===== src/rtl/bcd_time_of_day.sv =====
// bcd_time_of_day: packed-BCD time-of-day counter with seconds prescaler,
// run-time 12/24-hour display, validated time set, carry/day-rollover pulses.
// Optional alarm comparator compiled in with `define BCD_TOD_ALARM_EN.
module bcd_time_of_day #(
  parameter int unsigned TICK_DIV = 1
) (
  input  logic       clk,
  input  logic       reset,
  input  logic       ena,
  input  logic       mode24,
  input  logic       set_valid,
  input  logic [7:0] set_hh,
  input  logic [7:0] set_mm,
  input  logic [7:0] set_ss,
  input  logic       set_pm,
`ifdef BCD_TOD_ALARM_EN
  input  logic       alarm_wr,
  input  logic       alarm_clr,
  input  logic [7:0] al_hh,
  input  logic [7:0] al_mm,
  input  logic       al_pm,
  output logic       alarm,
`endif
  output logic [7:0] hh,
  output logic [7:0] mm,
  output logic [7:0] ss,
  output logic       pm,
  output logic       sec_pulse,
  output logic       day_roll,
  output logic       set_err
);

  localparam int unsigned DIV_W = (TICK_DIV > 1) ? $clog2(TICK_DIV) : 1;
  localparam logic [DIV_W-1:0] DIV_LAST = DIV_W'(TICK_DIV - 1);

  logic [DIV_W-1:0] div_cnt;
  logic [7:0]       h24_r, m_r, s_r;
  logic [7:0]       h_inc, m_inc, s_inc;
  logic             wrap;
  logic             set_ok, load, tick, adv;
  logic             al_err;

  function automatic logic bcd_ok(input logic [7:0] v);
    return (v[7:4] <= 4'd9) && (v[3:0] <= 4'd9);
  endfunction

  function automatic logic [4:0] hr_bin(input logic [7:0] v);
    return 5'(v[7:4]) * 5'd10 + 5'(v[3:0]);
  endfunction

  function automatic logic [7:0] hr_bcd(input logic [4:0] b);
    if (b >= 5'd20)      return {4'd2, 4'(b - 5'd20)};
    else if (b >= 5'd10) return {4'd1, 4'(b - 5'd10)};
    else                 return {4'd0, b[3:0]};
  endfunction

  function automatic logic hr_ok(input logic [7:0] h, input logic m24);
    if (!bcd_ok(h)) return 1'b0;
    if (m24)        return h <= 8'h23;
    return (h >= 8'h01) && (h <= 8'h12);
  endfunction

  function automatic logic [7:0] hr_to24(input logic [7:0] h, input logic p,
                                        input logic m24);
    if (m24)         return h;
    if (h == 8'h12)  return p ? 8'h12 : 8'h00;
    if (p)           return hr_bcd(hr_bin(h) + 5'd12);
    return h;
  endfunction

  function automatic logic [7:0] inc60(input logic [7:0] v);
    if (v == 8'h59)        return 8'h00;
    if (v[3:0] == 4'd9)    return {v[7:4] + 4'd1, 4'd0};
    return {v[7:4], v[3:0] + 4'd1};
  endfunction

  // Request qualification and the value time would take on a second advance
  always_comb begin
    set_ok = bcd_ok(set_mm) && (set_mm <= 8'h59) &&
             bcd_ok(set_ss) && (set_ss <= 8'h59) && hr_ok(set_hh, mode24);
    load   = set_valid && set_ok;
    tick   = ena && (div_cnt == DIV_LAST);
    adv    = tick && !load;
    s_inc  = inc60(s_r);
    m_inc  = m_r;
    h_inc  = h24_r;
    wrap   = 1'b0;
    if (s_r == 8'h59) begin
      m_inc = inc60(m_r);
      if (m_r == 8'h59) begin
        if (h24_r == 8'h23) begin
          h_inc = 8'h00;
          wrap  = 1'b1;
        end else begin
          h_inc = hr_bcd(hr_bin(h24_r) + 5'd1);
        end
      end
    end
  end

  // Time, prescaler and status pulses; a valid set overrides a same-cycle advance
  always_ff @(posedge clk or posedge reset) begin
    if (reset) begin
      div_cnt   <= '0;
      h24_r     <= '0;
      m_r       <= '0;
      s_r       <= '0;
      sec_pulse <= 1'b0;
      day_roll  <= 1'b0;
      set_err   <= 1'b0;
    end else begin
      sec_pulse <= 1'b0;
      day_roll  <= 1'b0;
      set_err   <= (set_valid && !set_ok) || al_err;
      if (load) begin
        h24_r   <= hr_to24(set_hh, set_pm, mode24);
        m_r     <= set_mm;
        s_r     <= set_ss;
        div_cnt <= '0;
      end else if (ena) begin
        if (tick) begin
          div_cnt   <= '0;
          h24_r     <= h_inc;
          m_r       <= m_inc;
          s_r       <= s_inc;
          sec_pulse <= 1'b1;
          day_roll  <= wrap;
        end else begin
          div_cnt <= div_cnt + DIV_W'(1);
        end
      end
    end
  end

`ifdef BCD_TOD_ALARM_EN
  logic [7:0] al_h24_r, al_m_r;
  logic       armed;
  logic       al_ok;

  // Alarm write qualification; a clear in the same cycle suppresses the write
  always_comb begin
    al_ok  = bcd_ok(al_mm) && (al_mm <= 8'h59) && hr_ok(al_hh, mode24);
    al_err = alarm_wr && !alarm_clr && !al_ok;
  end

  // Alarm register, arm flag and match pulse registered with the advance
  always_ff @(posedge clk or posedge reset) begin
    if (reset) begin
      al_h24_r <= '0;
      al_m_r   <= '0;
      armed    <= 1'b0;
      alarm    <= 1'b0;
    end else begin
      alarm <= armed && adv && (s_inc == 8'h00) &&
               (m_inc == al_m_r) && (h_inc == al_h24_r);
      if (alarm_clr) begin
        armed <= 1'b0;
      end else if (alarm_wr && al_ok) begin
        al_h24_r <= hr_to24(al_hh, al_pm, mode24);
        al_m_r   <= al_mm;
        armed    <= 1'b1;
      end
    end
  end
`else
  // Without the alarm option nothing can raise an alarm-write error
  always_comb begin
    al_err = 1'b0;
  end
`endif

  // Display decode from the 24-hour state in the selected format
  always_comb begin
    mm = m_r;
    ss = s_r;
    pm = (h24_r >= 8'h12);
    if (mode24)                hh = h24_r;
    else if (h24_r == 8'h00)   hh = 8'h12;
    else if (h24_r > 8'h12)    hh = hr_bcd(hr_bin(h24_r) - 5'd12);
    else                       hh = h24_r;
  end

endmodule


===== config.mk =====
export PLATFORM = sky130hd
export DESIGN_NAME = bcd_time_of_day
export DESIGN_NICKNAME = d
export VERILOG_FILES = /design/src/rtl/bcd_time_of_day.sv
export SDC_FILE = /design/constraint.sdc
export NUM_CORES = 1
export LEC_CHECK = 0
export ABC_AREA = 0
export BUFFER_PORTS_ARGS = -buffer_cell sky130_fd_sc_hd__buf_2
export CORE_AREA = 3 3 94 131
export DETAILED_ROUTE_END_ITERATION = 8
export DIE_AREA = 0 0 97 134
export GPL_ROUTABILITY_DRIVEN = 0
export PLACE_DENSITY_LB_ADDON = 0.3
export SETUP_SLACK_MARGIN = 0.2
export SLEW_MARGIN = 20
export SYNTH_ARGS = -nofsm -noshare
export SYNTH_HDL_FRONTEND = slang
export SYNTH_SLANG_ARGS = --single-unit

===== constraint.sdc =====
create_clock -name clk -period 5.3 [get_ports clk]
set_clock_uncertainty 0.05 [all_clocks]
set_input_delay 0.53 -clock clk [delete_from_list [all_inputs] [get_ports clk]]
set_output_delay 0.53 -clock clk [all_outputs]
set_load 0.01 [all_outputs]

=== After elaboration in Yosys (flattened, before gate mapping) ===
Index checks and enable logic that the tools add are counted.

* Flip-flop bits (word level): 28
* Input port bits: 30
* Output and inout port bits: 28
* Word-level logic and storage cells: 148

* Add/sub/neg operators: 16
* $mul: 2
* Order comparisons: 19
* Eq/ne operators: 6
* Muxes and demuxes: 71
* Bitwise operators: 1
* Reductions and logical operators: 24

{| class="wikitable"
|+ Operator list
! kind !! count
|-
| $mux 8 || 29
|-
| $mux 1 || 34
|-
| $le 4x4->1 const B || 6
|-
| $mux 6 || 4
|-
| $mux 5 || 4
|-
| $add 4x1->4 const B || 4
|-
| $eq 8x7->1 const B || 2
|-
| $le 8x7->1 const B || 2
|-
| $ge 5x4->1 const B || 3
|-
| $ge 5x5->1 const B || 3
|-
| $sub 4x3->4 const B || 3
|-
| $sub 4x4->4 const B || 3
|-
| $logic_and 1x1->1 || 11
|-
| $add 5x4->5 || 2
|-
| $eq 4x4->1 const B || 2
|-
| $eq 8x5->1 const B || 1
|-
| $eq 8x6->1 const B || 1
|-
| $ge 8x1->1 const B || 1
|-
| $ge 8x5->1 const B || 1
|-
| $gt 8x5->1 const B || 1
|-
| $le 8x5->1 const B || 1
|-
| $le 8x6->1 const B || 1
|-
| $logic_not 8->1 || 1
|-
| $mul 4x3->4 const B || 2
|-
| 11 further kinds || 17
|}

=== Logic depth before layout (Yosys ltp) ===
* Depth in word-level cells: 18
* Depth in mapped cells: 13
* Gate-level depth less buffers: 13

=== Worst setup path after synthesis ===
No wires, ideal clock.

* Path type: reg-to-output
* From: register h24_r[4]
* To: output hh[1]
* Data arrival time: 2.822 ns
* Data required time: 4.720 ns
* Setup slack: 1.898 ns
* Stages on the path, launching flop included: 12
* Path buffers: 0
* Cells stage by stage: dfrtp_1 ha_1 ha_1 xor2_1 inv_1 ha_1 xnor2_1 xnor2_1 xnor2_2 mux2_2 xnor2_1 a21oi_1

* Longest elaborated chain between the ends: 9
* Elaborated cells on any way between the ends: 14
* Those cells by class: 4 x add/sub; 1 x mul; 3 x order compare; 5 x mux; 1 x reduce/logical

{| class="wikitable"
|+ RTL lines
! item !! line !! source
|-
| start, declared || 37 || <nowiki>logic [7:0] h24_r, m_r, s_r;</nowiki>
|-
| start signal, assigned || 116 || <nowiki>h24_r <= hr_to24(set_hh, set_pm, mode24);</nowiki>
|-
| start signal, assigned || 123 || <nowiki>h24_r <= h_inc;</nowiki>
|-
| $mul 4x3->4 || 48 || <nowiki>return 5'(v[7:4]) * 5'd10 + 5'(v[3:0]);</nowiki>
|-
| $add 5x4->5 || 48 ||
|-
| $sub 5x4->5 || 179 || <nowiki>else if (h24_r > 8'h12) hh = hr_bcd(hr_bin(h24_r) - 5'd12);</nowiki>
|-
| $sub 4x4->4 or $ge 5x4->1 (tied branches) || 53 || <nowiki>else if (b >= 5'd10) return {4'd1, 4'(b - 5'd10)};</nowiki>
|-
| $mux 5 || 53 ||
|-
| $mux 6 || 52 || <nowiki>if (b >= 5'd20) return {4'd2, 4'(b - 5'd20)};</nowiki>
|-
| $mux 8 || 179 ||
|-
| $mux 8 * || 178 || <nowiki>else if (h24_r == 8'h00) hh = 8'h12;</nowiki>
|-
| $mux 8 * || 177 || <nowiki>if (mode24) hh = h24_r;</nowiki>
|-
| end, declared || 24 || <nowiki>output logic [7:0] hh,</nowiki>
|}

Mark *: on every way between the ends. The rest lies on a longest branch, timed or not.

=== Worst setup path in the final report ===
* From: register h24_r[1]
* To: output hh[1]

* Longest elaborated chain between the ends: 8
* Elaborated cells on any way between the ends: 13
* Those cells by class: 4 x add/sub; 3 x order compare; 5 x mux; 1 x reduce/logical

{| class="wikitable"
|+ RTL lines
! item !! line
|-
| $add 5x4->5 || 48
|-
| $sub 5x4->5 || 179
|-
| $sub 4x4->4 or $ge 5x4->1 (tied branches) || 53
|-
| $mux 5 || 53
|-
| $mux 6 || 52
|-
| $mux 8 || 179
|-
| $mux 8 || 178
|-
| $mux 8 * || 177
|}

Marks and branches as above.

==> reports/results.ini <==
[outcome]
outcome = complete, no violations

[synthesis]
synth_cell_types = 65
async_flop_share_pct = 100.0
ys_seq_elements = 28
synth-edff-count = 0
yosysSeqAreaShare_pct = 25.24
yosysWarningCount = 0
synth_cells = 337
synthFlopType = dfrtp_1
syn_avg_cell_area_sq_um = 8.239
synth_top_cell_area_share_pct = 25.24
yosys-top-cells-area = dfrtp_1 25%, ha_1 13%, a21oi_1 6.8%, nor2_1 4.7%, inv_1 3.7%
synth_fp_nets = 397
syn-cell-area_sq_um = 2776
synth_top_area_cell = dfrtp_1

[clock_tree]
clk_pin_slew_ns = 0.07
htree_levels = 1
ctsHoldBuffers = 0
ctsLongestPathBuffers = 2
cts_buffers = 3
cts_resized = 0
cts_tree = built
insertion_delay_ns = 0.26
cts.sinks = 28
clockRootBuffer = clkbuf_16
postCtsSetupBuffers = 0

[worst_setup_path]
critPathSlowestCell = fa_1
r2r_cells = 13
cp-end-kind = output port
path_depth = 12
critPathArrivalTime_ns = 3.42
path_delay_family = adder cells
start_kind = flop
crit_path_max_fanout = 8
required_ns = 4.72
critPathKind = reg -> out
max_stage_delay_ns = 0.62
path_cells = ha_1, inv_1, fa_1, inv_1, ha_1, xnor2_1, xnor2_1, xnor2_2, mux2_2, xnor2_1, a21oi_1, buf_2
cp.buffers_inverters = 3
path_common_cell = xnor2_1

[sta]
worst_pin_slew_ns = 0.6262
rsz0062_at_grt = false
max_freq_ghz = 0.2500
finalCritPeriodShare_pct = 75.48
setup_slack_ns = 1.299
hold_viol_final = 0
relSlewSlack_pct = 57.68
min_period_ns = 4.001
slew_viol_final = 0
fin_tns_setup_ns = 0
setup_viol = 0

[route]
vias = 2624
firstDrtPassIters = 4
ant_nets = 0
via_per_inst = 4.914
wl_per_cell_um = 14.02
drt-initial-drc-count = 140
drc_errors = 0
finalWirelength_mm = 7.487

[worst_hold_path]
hold_class = in -> async

[layout]
syn2layout_area_growth_pct = 19.11
nFillCells = 1201
final_common_cell = buf_2
drive_gt1_share_pct = 20.77
antenna_cells = 0
layout.nets = 451
finish.utilization_pct = 29.17
final_cell_mix = 57 x buf_2, 38 x a21oi_1, 35 x nor2_1

[floorplan]
io-pin-count = 58
die_y_um = 134
start_util_pct = 24.49
die_area_sq_um = 13000
fp-row-count = 46
die_w_um = 97
core_area_sq_um = 11340

[grt]
grt_pass1_wl_mm = 12.56
grt_max_degree = 29
antenna_found_initial = 0
grt_overflow_total = 0
grt_pass1_vias = 2607
track_usage_pct = 11.55

[placement]
place_ws_ns = 1.613
portBuffers = 57
dp_hpwl_mm = 6.182

[pwr]
powerDensity_nw_per_um2 = 237.7
peakVddDrop_mv = 0.1306
p_leak_nw = 1.590

[run]
maxCapViolCount = 0

-- worst paths after layout --
path | start | to | slack (ns)
max | h24_r[1]$_DFFE_PP0P_ | hh[1] | 1.30
min | reset | ss[3]$_DFFE_PP0P_ | 0.27
max reg2reg | h24_r[1]$_DFFE_PP0P_ | h24_r[3]$_DFFE_PP0P_ | 1.85
min reg2reg | div_cnt$_DFFE_PP0P_ | div_cnt$_DFFE_PP0P_ | 0.51
max in group asynchronous | reset | mm[2]$_DFFE_PP0P_ | 4.65
min in group clk | ena | div_cnt$_DFFE_PP0P_ | 0.40
-- per-layer routing --
layer | GRT usage [%] | routed length (um)
met1 | 13.79 | 3155
met2 | 20.62 | 3772
met3 | 1.509 | 324
met4 | 5.074 | 234
met5 | 0 | 0
-- flip-flops by register name (all words and copies together), names as in the netlist --
name,cells
sec_pulse,1
mm,8
div_cnt,1
ss,8
h24_r,8
day_roll,1
set_err,1
-- worst register-to-register path, stage by stage (launching register included) --
cell and delay, ns:
dfrtp_1 0.50, ha_1 0.22, inv_1 0.06, fa_1 0.56
inv_1 0.18, ha_1 0.19, nand2_1 0.07, xnor2_1 0.39
ha_1 0.22, nor3b_1 0.06, o21a_1 0.22, or2_2 0.28
a31oi_1 0.22, o21ai_1 0.10
-- report_power, final --
group          internal [W]  leakage (nW)  total [W]  switching [W]
logic              0.000137          1.17   0.000303       0.000167
registers          0.000247         0.373   0.000292      0.0000459
clock network      0.000116        0.0442   0.000190      0.0000744
-- stage by stage --
| stage | total power, W | cell area, sq um | hold slack, ns | cells |
|---|---|---|---|---|
| 2_1_floorplan | 0.0004987 | 2776 | 0.4781 | 337 |
| 3_3_place_gp | 0.0005994 | 3218 | 0.4890 | 530 |
| 3_5_place_dp | 0.0006048 | 3218 | 0.5033 | 530 |
| 4_1_cts | 0.0007980 | 3307 | 0.2919 | 534 |
| 5_1_grt | 0.0008542 | 3307 | 0.3239 | 534 |
| 6_report | 0.0007861 | 3307 | 0.2741 | 534 |
-- final cells by class --
type / instances / area, sq um / area share [%]
multi-input combinational: 271 / 1932 / 58.42
sequential: 28 / 700.7 / 21.19
timing repair buffer: 59 / 300.3 / 9.081
tap: 144 / 180.2 / 5.448
inverter: 28 / 105.1 / 3.178
clock buffer: 4 / 88.84 / 2.686
-- logic make-up (layout without fill, tap and decap cells) --
kind of cell    count (synthesis)  after routing  synth area share, %
simple gates                  121            121                23.39
compound gates                 96             96                21.77
buf+inv                        38             91                5.182
fa+ha+maj                      30             30                14.06
flops                          28             28                25.24
xor+xnor                       16             16                7.301
mux                             8              8                3.064
-- Yosys cell counts (4+ instances only) --
cell      number
nor2_1        35
nand2_1       20
o21ai_1        6
dfrtp_1       28
nor2b_1        8
o21ai_0       15
nand2b_1       4
and3b_1        5
inv_1         27
xnor2_1        7
and3_1         5
nand3b_1       5
nor3_1        12
nand3_1        6
a31oi_1        5
clkbuf_1       9
mux2i_1        4
xor2_1         4
a21oi_1       38
ha_1          28
(Power assumes the default switching activity.)
